**config.mk**
```make
export PLATFORM = sky130hd
export DESIGN_NAME = seq_mul_iter_flat
export DESIGN_NICKNAME = d
export VERILOG_FILES = /design/src/rtl/seq_mul_iter_if.sv /design/src/rtl/seq_mul_iter.sv /design/src/flat_wrapper.sv
export SDC_FILE = /design/constraint.sdc
export NUM_CORES = 1
export LEC_CHECK = 0
export ABC_AREA = 1
export BUFFER_PORTS_ARGS = -buffer_cell sky130_fd_sc_hd__buf_2
export CAP_MARGIN = 20
export CORE_MARGIN = 2
export CORE_UTILIZATION = 37
export CTS_CLUSTER_DIAMETER = 30
export CTS_CLUSTER_SIZE = 40
export DETAILED_ROUTE_END_ITERATION = 6
export PLACE_DENSITY = 0.55
export SETUP_SLACK_MARGIN = 0.02
export SLEW_MARGIN = 25
export SYNTH_ARGS = -nofsm -noshare
export SYNTH_HDL_FRONTEND = slang
export SYNTH_SLANG_ARGS = --single-unit
```
**constraint.sdc**
```tcl
create_clock -name clk -period 3.5 [get_ports clk]
set_input_delay 0.175 -clock clk [delete_from_list [all_inputs] [get_ports clk]]
set_output_delay 0.175 -clock clk [all_outputs]
set_load 0.01 [all_outputs]
```
**src/rtl/seq_mul_iter_if.sv**
```systemverilog
// Operand/result handshake bundle for the iterative multiplier.
// master: upstream/downstream side; slave: the multiplier itself.
interface seq_mul_iter_if #(
  parameter int WIDTH = 8
);
  logic [WIDTH-1:0] i_data_a;
  logic [WIDTH-1:0] i_data_b;
  logic             i_signed;
  logic             i_valid;
  logic             o_ready;
  logic [WIDTH-1:0] o_data;
  logic [WIDTH-1:0] o_data_hi;
  logic             o_overflow;
  logic             o_valid;
  logic             i_ready;

  modport master (
    output i_data_a, i_data_b, i_signed, i_valid, i_ready,
    input  o_ready, o_data, o_data_hi, o_overflow, o_valid
  );

  modport slave (
    input  i_data_a, i_data_b, i_signed, i_valid, i_ready,
    output o_ready, o_data, o_data_hi, o_overflow, o_valid
  );
endinterface

```
**src/rtl/seq_mul_iter.sv**
```systemverilog
// Iterative shift-add multiplier: one multiplier bit per clock, signed via
// magnitude multiply plus final negation, full double-width product and overflow.
module seq_mul_iter #(
  parameter int WIDTH = 8
) (
  input  logic          clk,
  input  logic          rst,
  seq_mul_iter_if.slave bus
);
  localparam int CW = (WIDTH > 1) ? $clog2(WIDTH) : 1;

  typedef enum logic [1:0] {IDLE, BUSY, DONE} state_t;

  state_t             state_reg;
  state_t             state_next;
  logic [2*WIDTH-1:0] mcand_reg;
  logic [2*WIDTH-1:0] acc_reg;
  logic [WIDTH-1:0]   mplier_reg;
  logic [CW-1:0]      cnt_reg;
  logic               neg_reg;
  logic               signed_reg;
  logic [WIDTH-1:0]   data_reg;
  logic [WIDTH-1:0]   data_hi_reg;
  logic               ovf_reg;

  logic [WIDTH-1:0]   mag_a;
  logic [WIDTH-1:0]   mag_b;
  logic [2*WIDTH-1:0] acc_sum;
  logic [2*WIDTH-1:0] product;
  logic               last_bit;
  logic               ovf_next;

  // |-2^(WIDTH-1)| wraps to 2^(WIDTH-1), which is exact when read as unsigned.
  assign mag_a = (bus.i_signed && bus.i_data_a[WIDTH-1]) ? -bus.i_data_a : bus.i_data_a;
  assign mag_b = (bus.i_signed && bus.i_data_b[WIDTH-1]) ? -bus.i_data_b : bus.i_data_b;

  assign last_bit = (cnt_reg == CW'(WIDTH - 1));
  assign acc_sum  = acc_reg + (mplier_reg[0] ? mcand_reg : '0);
  assign product  = neg_reg ? -acc_sum : acc_sum;
  assign ovf_next = signed_reg
                  ? (product[2*WIDTH-1:WIDTH] != {WIDTH{product[WIDTH-1]}})
                  : (product[2*WIDTH-1:WIDTH] != '0);

  always_ff @(posedge clk or negedge rst) begin
    if (!rst) begin
      state_reg <= IDLE;
    end else begin
      state_reg <= state_next;
    end
  end

  always_comb begin
    state_next = state_reg;
    case (state_reg)
      IDLE:    if (bus.i_valid) state_next = BUSY;
      BUSY:    if (last_bit)    state_next = DONE;
      DONE:    if (bus.i_ready) state_next = IDLE;
      default: state_next = IDLE;
    endcase
  end

  // Handshake flags decode straight from the state register.
  always_comb begin
    bus.o_ready = (state_reg == IDLE);
    bus.o_valid = (state_reg == DONE);
  end

  assign bus.o_data     = data_reg;
  assign bus.o_data_hi  = data_hi_reg;
  assign bus.o_overflow = ovf_reg;

  always_ff @(posedge clk or negedge rst) begin
    if (!rst) begin
      mcand_reg   <= '0;
      acc_reg     <= '0;
      mplier_reg  <= '0;
      cnt_reg     <= '0;
      neg_reg     <= 1'b0;
      signed_reg  <= 1'b0;
      data_reg    <= '0;
      data_hi_reg <= '0;
      ovf_reg     <= 1'b0;
    end else begin
      case (state_reg)
        IDLE: begin
          if (bus.i_valid) begin
            mcand_reg  <= {{WIDTH{1'b0}}, mag_a};
            mplier_reg <= mag_b;
            neg_reg    <= bus.i_signed & (bus.i_data_a[WIDTH-1] ^ bus.i_data_b[WIDTH-1]);
            signed_reg <= bus.i_signed;
            cnt_reg    <= '0;
            acc_reg    <= '0;
          end
        end
        BUSY: begin
          acc_reg    <= acc_sum;
          mcand_reg  <= mcand_reg << 1;
          mplier_reg <= mplier_reg >> 1;
          if (last_bit) begin
            data_reg    <= product[WIDTH-1:0];
            data_hi_reg <= product[2*WIDTH-1:WIDTH];
            ovf_reg     <= ovf_next;
          end else begin
            cnt_reg <= cnt_reg + CW'(1);
          end
        end
        default: ;
      endcase
    end
  end
endmodule

```
**src/flat_wrapper.sv**
```systemverilog
// flat-port wrapper written by rule: the top's interface ports become plain ports
module seq_mul_iter_flat 
#(
  parameter int WIDTH = 8
)
  (clk, rst, bus_i_data_a, bus_i_data_b, bus_i_signed, bus_i_valid, bus_i_ready, bus_o_ready, bus_o_data, bus_o_data_hi, bus_o_overflow, bus_o_valid);
  seq_mul_iter_if #(.WIDTH(WIDTH)) bus_i ();
  input  logic clk;
  input  logic rst;
  input wire logic [$bits(bus_i.i_data_a)-1:0] bus_i_data_a;
  input wire logic [$bits(bus_i.i_data_b)-1:0] bus_i_data_b;
  input wire logic [$bits(bus_i.i_signed)-1:0] bus_i_signed;
  input wire logic [$bits(bus_i.i_valid)-1:0] bus_i_valid;
  input wire logic [$bits(bus_i.i_ready)-1:0] bus_i_ready;
  output wire logic [$bits(bus_i.o_ready)-1:0] bus_o_ready;
  output wire logic [$bits(bus_i.o_data)-1:0] bus_o_data;
  output wire logic [$bits(bus_i.o_data_hi)-1:0] bus_o_data_hi;
  output wire logic [$bits(bus_i.o_overflow)-1:0] bus_o_overflow;
  output wire logic [$bits(bus_i.o_valid)-1:0] bus_o_valid;
  assign bus_i.i_data_a = bus_i_data_a;
  assign bus_i.i_data_b = bus_i_data_b;
  assign bus_i.i_signed = bus_i_signed;
  assign bus_i.i_valid = bus_i_valid;
  assign bus_i.i_ready = bus_i_ready;
  assign bus_o_ready = bus_i.o_ready;
  assign bus_o_data = bus_i.o_data;
  assign bus_o_data_hi = bus_i.o_data_hi;
  assign bus_o_overflow = bus_i.o_overflow;
  assign bus_o_valid = bus_i.o_valid;
  seq_mul_iter #(.WIDTH(WIDTH)) u_core (.clk(clk), .rst(rst), .bus(bus_i));
endmodule
```
==> flow_metrics.py, run 1 <==
metrics = {
    "hold_path": {
        "holdPathStages": 2,
        "min_from": "bus_i_ready",
        "min_to": "u_core.state_reg[1]",
        "min_path_type": "in -> reg",
    },
    "timing": {
        "timing.final.max_slew_violations": 0,
        "finClkSkew_ps": 7.14,
        "fmax_ghz": 0.325,
        "setup_tns_ps": 0,
        "finalSetupViolCount": 0,
        "min_period_ps": 3080,
        "whs_ps": 12.5,
        "rsz0062_at_grt": "false",
        "slew_headroom": 0.427,
        "worst_pin_slew_ps": 859,
        "fin_crit_sh": 0.879,
        "hold_viol": 0,
    },
    "cts": {
        "clock_latency_ps": 340,
        "cts_root_buf": "clkbuf_16",
        "path_clk_slew_ps": 60,
        "cts_tree": "built",
        "cts_resized": 0,
        "clock_sinks": 64,
        "clockBufferDepth": 2,
        "cts-buffers-inserted": 9,
        "cts_max_level": 3,
    },
    "global_route": {
        "grt_pass1_wl_um": 18800,
        "grt.total_usage": 0.180,
        "grt_start_max_net_pins": 45,
        "overflow": 0,
        "grt_pass1_vias": 4113,
        "antenna_found_initial": 0,
    },
    "synth": {
        "synth_area_leader_cell": "dfrtp_1",
        "synth_edf_count": 0,
        "syn_nets": 666,
        "ys_ff_latch": 64,
        "seq_area_frac_synth": 0.354,
        "yosysWarningCount": 0,
        "syn-cell-area_um2": 4520,
        "netlist.area_leader.share": 0.354,
        "ys_types": 39,
        "synth_common_cells": "nand2_1 (195), inv_1 (71), dfrtp_1 (64)",
        "post-synth-top-count-cell": "nand2_1",
        "synthFlopType": "dfrtp_1",
        "synth_async_sr_flop_share": 1.00,
        "syn_inst": 624,
        "synthTopCellsByArea": "dfrtp_1 (35%), nand2_1 (16%), inv_1 (5.9%), ha_1 (5.5%), o21ai_0 (4.3%)",
        "syn_avg_cell_area_um2": 7.24,
    },
    "power": {
        "finalPower_w": 0.00574,
        "clkPwrFrac": 0.179,
        "power_frac_comb": 0.582,
        "sw_frac_of_total": 0.485,
        "powerDensity_nw_per_um2": 1100,
        "p_leak_nw": 2.72,
        "p_seq_frac": 0.239,
        "ir_drop_v": 0.000403,
        "p_sw_w": 0.00278,
        "intPower_w": 0.00296,
    },
    "placed_design": {
        "place_congestion": 0.810,
        "io_buffers": 39,
        "dp_hpwl_um": 8240,
    },
    "detailed_routing": {
        "vias": 4053,
        "final_antenna_net_count": 0,
        "firstDrtPassIters": 4,
        "vias_per_cell": 4.97,
        "drt_wl_total_um": 10600,
        "wl_per_cell_um": 13.0,
        "drc": 0,
        "dr.first_iter.drc_count": 138,
    },
    "flow_run": {
        "max-cap-violations": 0,
    },
    "floorplanning": {
        "die-height_um": 115,
        "core_area_um2": 12000,
        "row_count": 40,
        "die-area_um2": 13100,
        "ioPinCount": 40,
        "initial_utilization": 0.378,
        "die_w_um": 115,
    },
    "setup_path": {
        "path_class": "reg -> reg",
        "cp-end-kind": "flip-flop",
        "cp_max_fo": 17,
        "rr_startpoint": "u_core.mplier_reg[0]",
        "r2r_end": "u_core.bus.o_overflow",
        "critPathLaunchType": "flip-flop",
        "r2r_setup_slack_ps": 420,
        "critical_path_arrival_ps": 3300,
        "required_ps": 3720,
        "reg2regPathDepth": 18,
    },
    "cells_and_area": {
        "fillers": 1243,
        "syn2layout_area_growth_pct": 15.3,
        "antenna_cells": 0,
        "drive_gt1_frac": 0.190,
        "nNetsFinal": 706,
    },
    "run_status": {
        "outcome": "finished clean",
    },
}
-- power by group through the flow --
stage,Combinational [W],Sequential (W),Clock [W]
6_report,0.00334,0.00137,0.00103
5_1_grt,0.00384,0.00142,0.00108
4_1_cts,0.00338,0.00138,0.00105
3_5_place_dp,0.00337,0.00139,0
3_3_place_gp,0.00331,0.00137,0
2_1_floorplan,0.00263,0.00131,0
-- cells by family (layout without fill, tap and decap cells) --
kind of cell             after synthesis  count (layout)  share of synthesized area
adder cells (fa/ha/maj)               21              21                     0.0598
XOR/XNOR                              15              15                     0.0324
flip-flops                            64              64                      0.354
buffers and inverters                 93             138                     0.0792
AO/OA/AOI/OAI                         87              87                      0.115
AND/OR/NAND/NOR                      344             344                      0.359
-- how the worst max path moves through the flow --
stage                                    start                     to  slack [ps]  depth (start not counted)
after floorplan           u_core.mplier_reg[0]  u_core.bus.o_overflow         580                         21
after global placement    u_core.mplier_reg[0]  u_core.bus.o_overflow         500                         17
after detailed placement  u_core.mplier_reg[0]  u_core.bus.o_overflow         410                         17
after CTS                 u_core.mplier_reg[0]  u_core.bus.o_overflow         390                         17
after global routing      u_core.mplier_reg[0]  u_core.bus.o_overflow         110                         22
final                     u_core.mplier_reg[0]  u_core.bus.o_overflow         420                         18
-- worst max-delay path, cell delays in order, from the launching register on --
cell     delay [ps]
dfrtp_1         560
nand2_1         130
inv_1            50
ha_1            200
fa_1            490
xnor2_2         280
and2_1          200
nand3_2         120
nor2_4          130
inv_2            50
nor2_4          110
nand2_4          70
nand2_4          70
nand3_1         100
nand2_2         100
and2_1          140
nand3_2          70
nand2_2          60
nand3_2          50
-- metal layers --
metal | wire length (um) | vias up | GRT usage | part of all wire
met2 | 5270 | 57 | 0.323 | 0.50
met4 | 230 | 0 | 0.0593 | 0.022
met5 | 0 | - | 0 | 0
met1 | 4810 | 1886 | 0.214 | 0.45
met3 | 295 | 19 | 0.0360 | 0.028
li1 | - | 2091 | - | -
-- what timing repair did --
item	CTS	global route
hold buffers	0	1
hold endpoints to repair	0	43
buffers inserted	0	0
-- per-stage QoR --
step	worst slack (ps)	area, um^2	utilization	instances
final	422	5210	0.436	816
after global routing	109	5210	0.436	816
after CTS	389	5200	0.435	815
after detailed placement	414	4860	0.406	799
after global placement	501	4860	0.406	799
after floorplan	583	4520	-	624
-- placed cells by master, fill, tap and decap left out, types with 11 or more instances in the layout --
cell type    n
nand2_1    195
inv_1       70
dfrtp_1     64
nor2_1      44
o21ai_0     39
buf_2       38
nand3_1     34
nand2_2     29
ha_1        20
a21oi_1     11
-- final cells by class --
cell class                      instances  area (um^2)  share of cell area
Clock buffer                           10          229              0.0439
Tap cell                              147          184              0.0353
Multi-Input combinational cell        467         2560               0.491
Timing Repair Buffer                   44          238              0.0456
Inverter                               78          293              0.0562
Clock inverter                          6          108              0.0206
Sequential cell                        64         1600               0.307
(Power assumes the default switching activity.)
==> run 2: changes to the inputs <==
Settings changed: BUFFER_PORTS_ARGS -buffer_cell sky130_fd_sc_hd__buf_2 to -buffer_cell sky130_fd_sc_hd__buf_4, CORE_UTILIZATION 37 to 60, CTS_BUF_LIST set to sky130_fd_sc_hd__clkbuf_4 sky130_fd_sc_hd__clkbuf_8, PLACE_DENSITY 0.55 to 0.81.
==> flow_metrics.py, run 2 (same netlist as run 1, synthesis figures left out) <==
metrics = {
    "run_status": {
        "outcome": "finished clean",
    },
    "timing": {
        "setup_tns_ps": 0,
        "rsz0062_at_grt": "false",
        "finClkSkew_ps": 12.0,
        "fmax_ghz": 0.324,
        "fin_crit_sh": 0.882,
        "slew_headroom": 0.347,
        "hold_viol": 0,
        "min_period_ps": 3090,
        "finalSetupViolCount": 0,
        "timing.final.max_slew_violations": 0,
        "worst_pin_slew_ps": 974,
    },
    "cts": {
        "clockBufferDepth": 2,
        "cts_root_buf": "clkbuf_8",
        "post-cts-setup-buffers": 0,
        "cts_max_level": 3,
        "clock_sinks": 64,
        "cts-buffers-inserted": 9,
        "cts_tree": "built",
        "clock_latency_ps": 360,
        "path_clk_slew_ps": 80,
    },
    "floorplanning": {
        "die-area_um2": 8240,
        "die-height_um": 90.8,
        "ioPinCount": 40,
        "die_w_um": 90.8,
        "initial_utilization": 0.623,
        "core_area_um2": 7250,
        "row_count": 31,
    },
    "setup_path": {
        "critical_path_arrival_ps": 3340,
        "critPathLaunchType": "flip-flop",
        "path_class": "reg -> reg",
        "cp-end-kind": "flip-flop",
        "cp_max_fo": 17,
        "required_ps": 3750,
    },
    "power": {
        "ir_drop_v": 0.000541,
        "finalPower_w": 0.00540,
        "powerDensity_nw_per_um2": 1060,
        "p_leak_nw": 2.67,
    },
    "cells_and_area": {
        "drive_gt1_frac": 0.186,
        "antenna_cells": 0,
        "nNetsFinal": 705,
        "fillers": 631,
        "layout_commonest_cell": "nand2_1",
        "syn2layout_area_growth_pct": 12.5,
        "mostFrequentLayoutCells": "nand2_1 (195), inv_1 (70), dfrtp_1 (64), nor2_1 (44), buf_4 (41)",
    },
    "detailed_routing": {
        "vias_per_cell": 5.37,
        "firstDrtPassIters": 5,
        "dr.first_iter.drc_count": 208,
        "drt_wl_total_um": 10200,
        "final_antenna_net_count": 0,
        "wl_per_cell_um": 13.4,
        "drc": 0,
        "vias": 4114,
    },
    "global_route": {
        "grt_start_max_net_pins": 65,
        "antenna_found_initial": 0,
        "grt_pass1_vias": 4116,
        "grt.total_usage": 0.262,
        "grt_pass1_wl_um": 17700,
        "overflow": 0,
    },
    "flow_run": {
        "max-cap-violations": 0,
    },
    "hold_path": {
        "min_path_type": "in -> reg",
    },
    "placed_design": {
        "dp_hpwl_um": 7720,
        "io_buffers": 39,
        "place_congestion": 0.942,
    },
}
==> run 2: cell count changes in the layout (fill, tap and decap cells not counted), sizes merged <==
| cell | before | now |
|---|---|---|
| bufinv | 3 | 0 |
| buf | 43 | 41 |
| clkbuf | 10 | 12 |
| clkinv | 2 | 3 |
| dlygate4sd3 | 1 | 2 |
| inv | 78 | 77 |
==> run 2: layout make-up <==
cell class	count	area, um^2	share of cell area
Tap cell	99	124	0.0244
Clock inverter	3	17.5	0.00345
Timing Repair Buffer	43	328	0.0645
Multi-Input combinational cell	467	2560	0.504
Clock buffer	12	159	0.0313
Sequential cell	64	1600	0.315
Inverter	78	293	0.0576
==> run 2: critical path, stage by stage (launching register included) <==
cell and delay (ps):
dfrtp_1 550, nand2_1 140, inv_1 50, ha_1 190
fa_1 480, xnor2_2 290, and2_1 210, nand3_2 110
nor2_4 120, nand2_1 70, nand2_1 60, nand2_1 90
a21oi_2 160, nand3_1 110, nor2_2 130, nand3_1 70
nand2_1 80, nand3_2 70
==> run 2: where the power goes <==
part	internal, W	switching [W]	total, W
Clock	0.000297	0.000291	0.000588
Combinational	0.00122	0.00221	0.00343
Sequential	0.00110	0.000277	0.00138
==> run 2: final timing paths <==
check / slack, ps / start / cells after the start / endpoint
max reg2reg: 410 / u_core.mplier_reg[0] / 17 / u_core.bus.o_overflow
min: 110 / bus_i_data_b[7] / 2 / u_core.mplier_reg[7]
min in group asynchronous: 450 / rst / 2 / u_core.acc_reg[14]
max: 410 / u_core.mplier_reg[0] / 17 / u_core.bus.o_overflow
max in group asynchronous: 2520 / rst / 2 / u_core.acc_reg[9]
min reg2reg: 480 / u_core.cnt_reg[1] / 2 / u_core.cnt_reg[1]
==> run 2: what timing repair did <==
item,in CTS,in global routing
resized for setup,0,0
hold buffers,2,0
hold endpoints to repair,65,0
endpoints found under the setup margin,0,0
==> run 2: layer usage <==
metal,track usage,vias up,part of all wire
met2,0.474,83,0.51
met3,0.0476,26,0.036
li1,-,2078,-
met1,0.303,1927,0.43
met4,0.110,0,0.030
met5,0,-,0
==> run 2: per-stage QoR <==
step | area (um^2) | setup slack, ps | utilization | hold slack, ps | cells
2_1_floorplan | 4520 | 583 | - | -121 | 624
3_3_place_gp | 4880 | 565 | 0.673 | 308 | 749
3_5_place_dp | 4880 | 468 | 0.673 | 314 | 749
4_1_cts | 5080 | 457 | 0.701 | 103 | 766
5_1_grt | 5080 | 80.5 | 0.701 | 119 | 766
6_report | 5080 | 411 | 0.701 | 105 | 766
==> run 3: changes to the inputs <==
Settings changed: PLACE_DENSITY 0.81 to 0.9, TNS_END_PERCENT set to 20.
==> flow_metrics.py, run 3 (same netlist as run 1, synthesis figures left out) <==
metrics = {
    "timing": {
        "timing.final.max_slew_violations": 0,
        "fmax_ghz": 0.327,
        "setup_ws_ps": 446,
        "finalSetupViolCount": 0,
        "setup_tns_ps": 0,
        "hold_viol": 0,
        "fin_crit_sh": 0.873,
        "worst_pin_slew_ps": 971,
        "rsz0062_at_grt": "false",
        "slew_headroom": 0.352,
        "min_period_ps": 3050,
        "finClkSkew_ps": 12.5,
    },
    "setup_path": {
        "crit_path_end": "u_core.bus.o_overflow",
        "critPathLaunch": "u_core.mplier_reg[0]",
        "reg2regPathDepth": 17,
        "path_depth": 17,
        "r2r_end": "u_core.bus.o_overflow",
        "r2r_setup_slack_ps": 450,
        "path_cells": "nand2_1 > inv_1 > ha_1 > fa_1 > xnor2_2 > and2_1 > nand3_2 > nor2_4 > nand2_1 > nand2_1 > nand2_1 > a21oi_2 > nand3_1 > nor2_2 > nand3_1 > nand2_1 > nand3_2",
        "required_ps": 3740,
        "critPathLaunchType": "flip-flop",
        "cp.buffers_inverters": 1,
        "cpMostUsedCell": "nand2_1",
        "critical_path_arrival_ps": 3300,
        "path_class": "reg -> reg",
        "rr_startpoint": "u_core.mplier_reg[0]",
        "slowest_delay_ps": 550,
        "cp_slowest_cell": "dfrtp_1",
        "cp-end-kind": "flip-flop",
        "cp_max_fo": 17,
        "crit_family": "simple AND/OR/NAND/NOR gates",
    },
    "cts": {
        "clockBufferDepth": 2,
        "cts_tree": "built",
        "clock_latency_ps": 350,
        "path_clk_slew_ps": 80,
        "cts_max_level": 3,
        "clock_sinks": 64,
        "cts-buffers-inserted": 9,
        "cts_root_buf": "clkbuf_8",
    },
    "power": {
        "sw_frac_of_total": 0.504,
        "powerDensity_nw_per_um2": 1090,
        "p_leak_nw": 2.69,
        "power_frac_comb": 0.613,
        "ir_drop_v": 0.000548,
        "p_sw_w": 0.00283,
        "clkPwrFrac": 0.141,
        "p_seq_frac": 0.246,
        "intPower_w": 0.00278,
    },
    "floorplanning": {
        "core_area_um2": 7250,
        "die-height_um": 90.8,
        "row_count": 31,
        "die_w_um": 90.8,
        "ioPinCount": 40,
        "die-area_um2": 8240,
        "initial_utilization": 0.623,
    },
    "run_status": {
        "outcome": "finished clean",
    },
    "placed_design": {
        "place_congestion": 0.896,
        "pre_cts_ws_ps": 461,
        "dp_hpwl_um": 7830,
        "io_buffers": 39,
    },
    "cells_and_area": {
        "syn2layout_area_growth_pct": 13.8,
        "nNetsFinal": 704,
        "mostFrequentLayoutCells": "nand2_1 (195), inv_1 (71), dfrtp_1 (64), nor2_1 (44), buf_4 (40)",
        "drive_gt1_frac": 0.186,
        "layout_commonest_cell": "nand2_1",
        "antenna_cells": 0,
    },
    "global_route": {
        "grt_pass1_wl_um": 18300,
        "grt_start_max_net_pins": 65,
        "antenna_found_initial": 0,
        "grt.total_usage": 0.270,
        "grt_pass1_vias": 4232,
        "overflow": 0,
    },
    "detailed_routing": {
        "drt_wl_total_um": 10300,
        "vias_per_cell": 5.47,
        "dr.first_iter.drc_count": 231,
        "wl_per_cell_um": 13.5,
        "vias": 4187,
        "final_antenna_net_count": 0,
        "drc": 0,
        "firstDrtPassIters": 5,
    },
    "hold_path": {
        "min_path_type": "in -> reg",
    },
    "flow_run": {
        "max-cap-violations": 0,
    },
}
-- run 3: final cells by class --
type	count	area, um^2
clock buffer	9	124
sequential	64	1600
timing repair buffer	42	320
fill	592	2110
multi-input combinational	467	2560
tap	99	124
inverter	78	293
clock inverter	7	120
-- run 3: timing repair --
item / 4_1_cts / 5_1_grt
hold endpoints to repair: 65 / 0
resized for setup: 0 / 0
buffers inserted: 0 / 0
hold buffers: 2 / 0
-- run 3: stage by stage --
| stage | cells | cell area, um^2 | utilization | hold WS [ps] | total power, W |
|---|---|---|---|---|---|
| global route | 766 | 5140 | 0.709 | 114 | 0.00611 |
| finish | 766 | 5140 | 0.709 | 110 | 0.00561 |
| CTS | 766 | 5140 | 0.709 | 103 | 0.00560 |
| global placement | 748 | 4880 | 0.672 | 305 | 0.00466 |
| floorplan | 624 | 4520 | - | -121 | 0.00394 |
| detailed placement | 748 | 4880 | 0.672 | 313 | 0.00479 |
-- run 3: power groups by stage --
stage / registers [W] / logic [W] / clock network, W
global placement: 0.00137 / 0.00329 / 0
detailed placement: 0.00139 / 0.00340 / 0
global route: 0.00142 / 0.00386 / 0.000829
floorplan: 0.00131 / 0.00263 / 0
finish: 0.00138 / 0.00344 / 0.000792
CTS: 0.00138 / 0.00343 / 0.000798
-- run 3: how the worst min path moves through the flow --
stage               slack, ps  depth (start not counted)            start              endpoint
detailed placement        310                          1              rst    u_core.acc_reg[14]
finish                    110                          2  bus_i_data_b[7]  u_core.mplier_reg[7]
floorplan                -120                          0              rst     u_core.acc_reg[0]
global placement          310                          1              rst    u_core.acc_reg[14]
CTS                       100                          2  bus_i_data_b[7]  u_core.mplier_reg[7]
global route              110                          2  bus_i_data_b[7]  u_core.mplier_reg[7]
-- run 3: routing by layer --
| layer | routed length [um] | track usage | vias up | share of wire |
|---|---|---|---|---|
| met5 | 0 | 0 | - | 0 |
| met4 | 284 | 0.107 | 0 | 0.027 |
| met3 | 429 | 0.0601 | 26 | 0.041 |
| met2 | 5200 | 0.479 | 128 | 0.50 |
| met1 | 4430 | 0.317 | 1956 | 0.43 |
| li1 | - | - | 2077 | - |
